## src/rtl/mem_latch.sv

```systemverilog
// mem_latch: MEM/WB pipeline register.
// Captures the write-back control, memory read word, ALU result and
// destination register index once per clk rising edge. stall holds the
// current contents, flush loads an all-zero bubble and overrides stall,
// and the asynchronous active-low rst_n clears everything at once.
//
// Optional feature (macro MEM_LATCH_WB_FWD_EN): adds wb_fwd_data / wb_fwd_we,
// the write-back value and write enable decoded from the latched bundle so
// that earlier stages can forward from it without redoing the mux.
module mem_latch #(
   parameter int DATA_W = 32,
   parameter int REG_W  = 5,
   parameter int WB_W   = 2
) (
   input  logic              clk,
   input  logic              rst_n,
   input  logic              stall,
   input  logic              flush,
   input  logic [WB_W-1:0]   control_wb_in,
   input  logic [DATA_W-1:0] Read_data_in,
   input  logic [DATA_W-1:0] ALU_result_in,
   input  logic [REG_W-1:0]  Write_reg_in,
   output logic [WB_W-1:0]   mem_control_wb,
   output logic [DATA_W-1:0] Read_data,
   output logic [DATA_W-1:0] mem_ALU_result,
   output logic [REG_W-1:0]  mem_Write_reg
`ifdef MEM_LATCH_WB_FWD_EN
   ,
   output logic [DATA_W-1:0] wb_fwd_data,
   output logic              wb_fwd_we
`endif
);

   // Pipeline register: reset clears, flush inserts a bubble, stall holds.
   always_ff @(posedge clk or negedge rst_n) begin
      if (!rst_n) begin
         mem_control_wb <= '0;
         Read_data      <= '0;
         mem_ALU_result <= '0;
         mem_Write_reg  <= '0;
      end else if (flush) begin
         mem_control_wb <= '0;
         Read_data      <= '0;
         mem_ALU_result <= '0;
         mem_Write_reg  <= '0;
      end else if (!stall) begin
         mem_control_wb <= control_wb_in;
         Read_data      <= Read_data_in;
         mem_ALU_result <= ALU_result_in;
         mem_Write_reg  <= Write_reg_in;
      end
   end

`ifdef MEM_LATCH_WB_FWD_EN
   // Forwarding view of the write-back: bit 0 selects memory data, bit 1
   // enables the write; register 0 is hardwired zero so it never forwards.
   always_comb begin
      wb_fwd_data = mem_ALU_result;
      wb_fwd_we   = 1'b0;
      if (mem_control_wb[0]) begin
         wb_fwd_data = Read_data;
      end
      if (mem_control_wb[1] && (mem_Write_reg != '0)) begin
         wb_fwd_we = 1'b1;
      end
   end
`endif

endmodule

```

## config.mk

```make
export PLATFORM = sky130hd
export DESIGN_NAME = mem_latch
export DESIGN_NICKNAME = d
export VERILOG_FILES = /design/src/rtl/mem_latch.sv
export SDC_FILE = /design/constraint.sdc
export NUM_CORES = 1
export LEC_CHECK = 0
export CELL_PAD_IN_SITES_DETAIL_PLACEMENT = 0
export CELL_PAD_IN_SITES_GLOBAL_PLACEMENT = 1
export CORE_UTILIZATION = 32
export CTS_CLUSTER_SIZE = 40
export DETAILED_ROUTE_END_ITERATION = 10
export HOLD_SLACK_MARGIN = 0.02
export PLACE_DENSITY = 0.86
export REMOVE_ABC_BUFFERS = 1
export SYNTH_ARGS = -nofsm -noshare
export SYNTH_HDL_FRONTEND = slang
export SYNTH_SLANG_ARGS = --single-unit
```

## constraint.sdc

```tcl
create_clock -name clk -period 1.2 [get_ports clk]
set_input_delay 0.12 -clock clk [delete_from_list [all_inputs] [get_ports clk]]
set_output_delay 0.12 -clock clk [all_outputs]
set_load 0.005 [all_outputs]
```

==> results.txt, run 1 <==
run status -> finished clean
critical path's largest stage delay -> 0.39 ns
register area share after synthesis -> 0.612
mapped cell area -> 2900 um2
syn_area_per_cell -> 12.7 um2
first-pass GRT wire length -> 12000 um
worst r2r src -> Read_data[18]
CP Capture Type -> output pin
post-route antenna net violation count -> 0
gr ovfl total -> 0
Net Switching -> 1300 uW
Buf/Inv on CP -> 1
Slew HR -> 0.751
FP Rows -> 34
clk sinks -> 71
core area -> 8760 um2
Final #Nets -> 462
DRC errors left -> 0
# Max-Cap Violations -> 0
CP Launch Point -> mem_control_wb[1]
deepest clock path buffer count -> 2
Mapped Cells -> 229
Routed wire per std cell -> 14.1 um
area delta synth->final -> 60.6%
Cell Pwr Density -> 1210 nW/um2
unrepaired setup endpoints after global routing -> false
Leak Pwr -> 0.00252 uW
Clock Skew -> 0 ns
# fillers -> 836
Yosys cell types -> 7
vias in the first global route -> 2423
Worst Tran Pin Value -> 0.373 ns
largest net degree at the start of global routing -> 72
dominant cells by area after synthesis -> dfrtp_1, mux2i_1, nor2_1
Pre-Repair DR Iteration Count -> 4
Synth Warn # -> 0
CP delay by family, top -> flip-flops
GPL Wtd Cong -> 0.672
post-synth top area share -> 0.612
clock slew at reported path FFs -> 0.08 ns
Place WS -> 0.221 ns
Die X -> 97.2 um
Sw Share -> 0.231
flop2flop setup slack -> 0.36 ns
Clock Power Share -> 0.387
ANT cells -> 0
I/O pin count -> 146
critical path cell sequence -> dlygate4sd2_1
H-tree depth -> 3
crit path kind -> reg -> out
#FFs+latches synth -> 71
Crit Reg-Reg Endpoint -> Read_data[18]
hold path start -> flush
Gate power share -> 0.154
die area -> 9450 um2
Slew Limit Fails -> 0
Sequential Power Share -> 0.459
post-DP HPWL -> 4850 um
Setup WS post-layout -> 0.0869 ns
final critical-path share of the clock period -> 0.928
total number of vias -> 2237
overall power -> 5630 uW
root buffer cell -> clkbuf_8
Worst path slowest cell -> dfrtp_1
Final Hold Viols -> 0
Finished Core Util -> 0.532
multi-input logic area -> 977 um2
FMAX -> 0.898 GHz
Critical path destination -> mem_control_wb[1]
VDD IR-drop max -> 0.748 mV
clk_lat worst skew -> 0.33 ns
Crit path depth -> 1
CTS tree -> built
share of layout cells above drive strength 1 -> 0.0918
Starting Density -> 0.331
crit-path max FO -> 2
Final setup viols -> 0
initial antenna violation count -> 0
Tot GR Track Use -> 0.158
Critical Path AT -> 0.99 ns
Int Pwr -> 4330 uW
biggest area consumer among synthesized cells -> dfrtp_1
initial DRC count -> 69
sequential cell area -> 1780 um2
crit path launch type -> flop
WP data required -> 1.08 ns
Vias per Instance -> 4.47
cts bufs inserted -> 9
worst hold path type -> in -> reg
Routed Wire Length -> 7050 um
min Tclk post-route -> 1.11 ns
port bufs -> 145
Die Height -> 97.2 um
worst-case reg-to-reg path depth -> 3
setup_tns -> 0 ns
-- worst min-delay path by stage --
stage	endpoint	slack [ns]	depth (start not counted)
floorplan	Read_data[0]	-0.18	0
global placement	Read_data[4]	0.07	1
detailed placement	Read_data[4]	0.07	1
CTS	mem_control_wb[1]	0.25	2
global route	Read_data[25]	0.26	3
finish	mem_control_wb[1]	0.27	3
-- cells in the final DEF (no fill, tap or decap), types with 2 or more instances in the layout --
master	n
buf_12	4
buf_4	15
bufinv_16	2
clkbuf_8	11
clkdlybuf4s50_1	71
clkinvlp_4	2
dfrtp_1	71
dlygate4sd2_1	71
mux2i_1	71
nor2_1	71
-- metal layers --
layer	track usage	up-vias	share of wire
met2	0.251	93	0.46
li1	-	1072	-
met3	0.0597	11	0.081
met5	0	-	0
met1	0.203	1061	0.44
met4	0.0441	0	0.014
-- Yosys cell counts --
| cell type | number |
|---|---|
| dfrtp_1 | 71 |
| mux2i_1 | 71 |
| nor2_1 | 71 |
| buf_8 | 7 |
| clkbuf_1 | 7 |
| buf_6 | 1 |
| clkbuf_2 | 1 |
-- worst min-delay path: cells and delay by family --
kind	cells	cell delay (ns)
and+or+nand+nor	1	0.12
buffers and inverters	2	0.32
-- cell type report --
cell class	count	area share
Tap cell	108	0.0290
Sequential cell	71	0.381
Clock inverter	5	0.0172
Timing Repair Buffer	163	0.330
Multi-Input combinational cell	142	0.210
Clock buffer	11	0.0325
-- cell families (layout without fill, tap and decap cells) --
family / count (synthesis) / after routing / synth area share
DFF: 71 / 71 / 0.612
muxes: 71 / 71 / 0.245
and+or+nand+nor: 71 / 71 / 0.0919
buffers and inverters: 16 / 179 / 0.0509
-- what timing repair did --
action,CTS,global route
endpoints found under the hold margin,25,0
gates resized for setup,71,0
setup endpoints to repair,71,0
buffers inserted,11,0
hold buffers,1,0
-- power groups by stage --
stage / sequential (uW) / combinational (uW) / clock, uW
after floorplan: 2650 / 203 / 0
after global placement: 2630 / 930 / 0
after detailed placement: 2640 / 941 / 0
after CTS: 2590 / 884 / 2260
after global routing: 2610 / 953 / 2350
final: 2590 / 867 / 2180
-- metrics by stage --
stage                     std cells  cell area (um2)  hold slack (ns)
after global placement          472             4430           0.0681
after floorplan                 213             2750           -0.176
final                           500             4660            0.267
after detailed placement        472             4430           0.0660
after CTS                       500             4660            0.253
after global routing            500             4660            0.265
(Power assumes the default switching activity.)
==> run 2, diff against run 1 <==
- PLACE_DENSITY: 0.86 -> 0.88
==> run 2 against run 1 <==
Register-to-register slack about the same; routed wire length shrank 1.8%; clock skew did not move; utilization fell by 0.60 points; sequential share of layout area increased by 0.43 points; global-route usage is 0.12 points lower; fmax up 0.29%; hold slack worse by 0.024 ns; final cell count fell by 1.4%; total power decreased by 0.66%; sequential power about the same; design area decreased by 1.1%; largest power group unchanged.
==> results.txt, run 2 (synthesis results as in run 1) <==
Buf/Inv on CP -> 1
Pre-Repair DR Iteration Count -> 4
Slew Limit Fails -> 0
critical path's largest stage delay -> 0.39 ns
initial DRC count -> 87
run status -> finished clean
Vias per Instance -> 4.51
crit-path max FO -> 2
Routed wire per std cell -> 14.0 um
Clock Skew -> 0 ns
crit path launch type -> flop
GR Util met3 -> 0.0525
DRC errors left -> 0
largest net degree at the start of global routing -> 72
Top Usage Layer GRT -> met2
Final Hold Viols -> 0
final critical-path share of the clock period -> 0.925
WP data required -> 1.08 ns
GR Util met2 -> 0.242
Final Cell Area -> 4610 um2
VDD IR-drop max -> 0.590 mV
CP Capture Type -> output pin
Worst path slowest cell -> dfrtp_1
Clock Power Share -> 0.386
root buffer cell -> clkbuf_8
Net Switching -> 1280 uW
Die X -> 97.2 um
I/O pin count -> 146
unrepaired setup endpoints after global routing -> false
first-pass GRT wire length -> 11800 um
critical path cell sequence -> dlygate4sd2_1
Critical Path AT -> 0.99 ns
H-tree depth -> 3
ANT cells -> 0
dpl cell area -> 4410 um2
FP Rows -> 34
Cell Pwr Density -> 1210 nW/um2
Starting Density -> 0.331
area delta synth->final -> 58.8%
post-DP HPWL -> 4630 um
FMAX -> 0.901 GHz
initial antenna violation count -> 0
gr ovfl total -> 0
GPL Wtd Cong -> 0.686
# fillers -> 819
Leak Pwr -> 0.00249 uW
post-route antenna net violation count -> 0
Slew HR -> 0.741
CTS tree -> built
Tot GR Track Use -> 0.157
Worst Tran Pin Value -> 0.389 ns
core area -> 8760 um2
# Max-Cap Violations -> 0
worst hold path type -> in -> reg
port bufs -> 145
commonest non-fill, non-tap cells in the layout -> dfrtp_1, mux2i_1, nor2_1, clkdlybuf4s50_1, dlygate4sd2_1
Final setup viols -> 0
Gate power share -> 0.151
total number of vias -> 2224
deepest clock path buffer count -> 2
share of layout cells above drive strength 1 -> 0.0753
Int Pwr -> 4320 uW
clk_lat worst skew -> 0.33 ns
cts bufs inserted -> 9
GRT met1 Usage -> 0.206
clk sinks -> 71
Die Height -> 97.2 um
vias in the first global route -> 2401
Routed Wire Length -> 6920 um
min Tclk post-route -> 1.11 ns
flop2flop setup slack -> 0.36 ns
Final #Nets -> 455
setup_tns -> 0 ns
Sequential Power Share -> 0.462
CP delay by family, top -> flip-flops
die area -> 9450 um2
Sw Share -> 0.229
clock slew at reported path FFs -> 0.08 ns
crit path kind -> reg -> out
run 2: area by class of cell:
type	count	area (um2)	share of cell area
clock inverters	5	80.1	0.0174
multi-input cells	142	977	0.212
flip-flops and latches	71	1780	0.386
repair buffers	156	1490	0.323
well taps	108	135	0.0293
clock buffers	11	151	0.0329
run 2: power by group through the flow:
| stage | registers, uW | logic, uW | clock network, uW |
|---|---|---|---|
| detailed placement | 2640 | 935 | 0 |
| finish | 2590 | 847 | 2160 |
| floorplan | 2650 | 203 | 0 |
| CTS | 2590 | 865 | 2250 |
| global placement | 2630 | 922 | 0 |
| global route | 2610 | 930 | 2350 |
run 2: worst paths after layout:
| path | end | depth (start not counted) | start |
|---|---|---|---|
| max | mem_ALU_result[8] | 1 | mem_ALU_result[8] |
| min | mem_ALU_result[24] | 3 | flush |
| max reg2reg | Read_data[10] | 3 | Read_data[10] |
| min reg2reg | Read_data[13] | 2 | Read_data[13] |
| max in group asynchronous | Read_data[9] | 3 | rst_n |
| min in group asynchronous | Read_data[28] | 3 | rst_n |
run 2: metal layers:
metal  vias up  share of wire
li1       1057              -
met1      1063           0.44
met2        96           0.46
met3         8          0.082
met4         0         0.0092
met5         -              0
run 2: stage by stage:
| stage | total power [uW] | worst slack, ns | utilization | hold WS (ns) | std cells |
|---|---|---|---|---|---|
| floorplan | 2860 | 0.550 | - | -0.176 | 213 |
| global placement | 3560 | 0.209 | 0.503 | 0.162 | 470 |
| finish | 5600 | 0.0902 | 0.526 | 0.243 | 493 |
| detailed placement | 3580 | 0.207 | 0.503 | 0.166 | 470 |
| global route | 5880 | 0.0275 | 0.526 | 0.268 | 493 |
| CTS | 5700 | 0.0550 | 0.526 | 0.258 | 493 |
run 2: timing repair:
item	CTS	global route
endpoints found under the hold margin	71	0
hold buffers	1	0
setup buffers	6	0
setup endpoints to repair	71	0
gates resized for setup	71	0
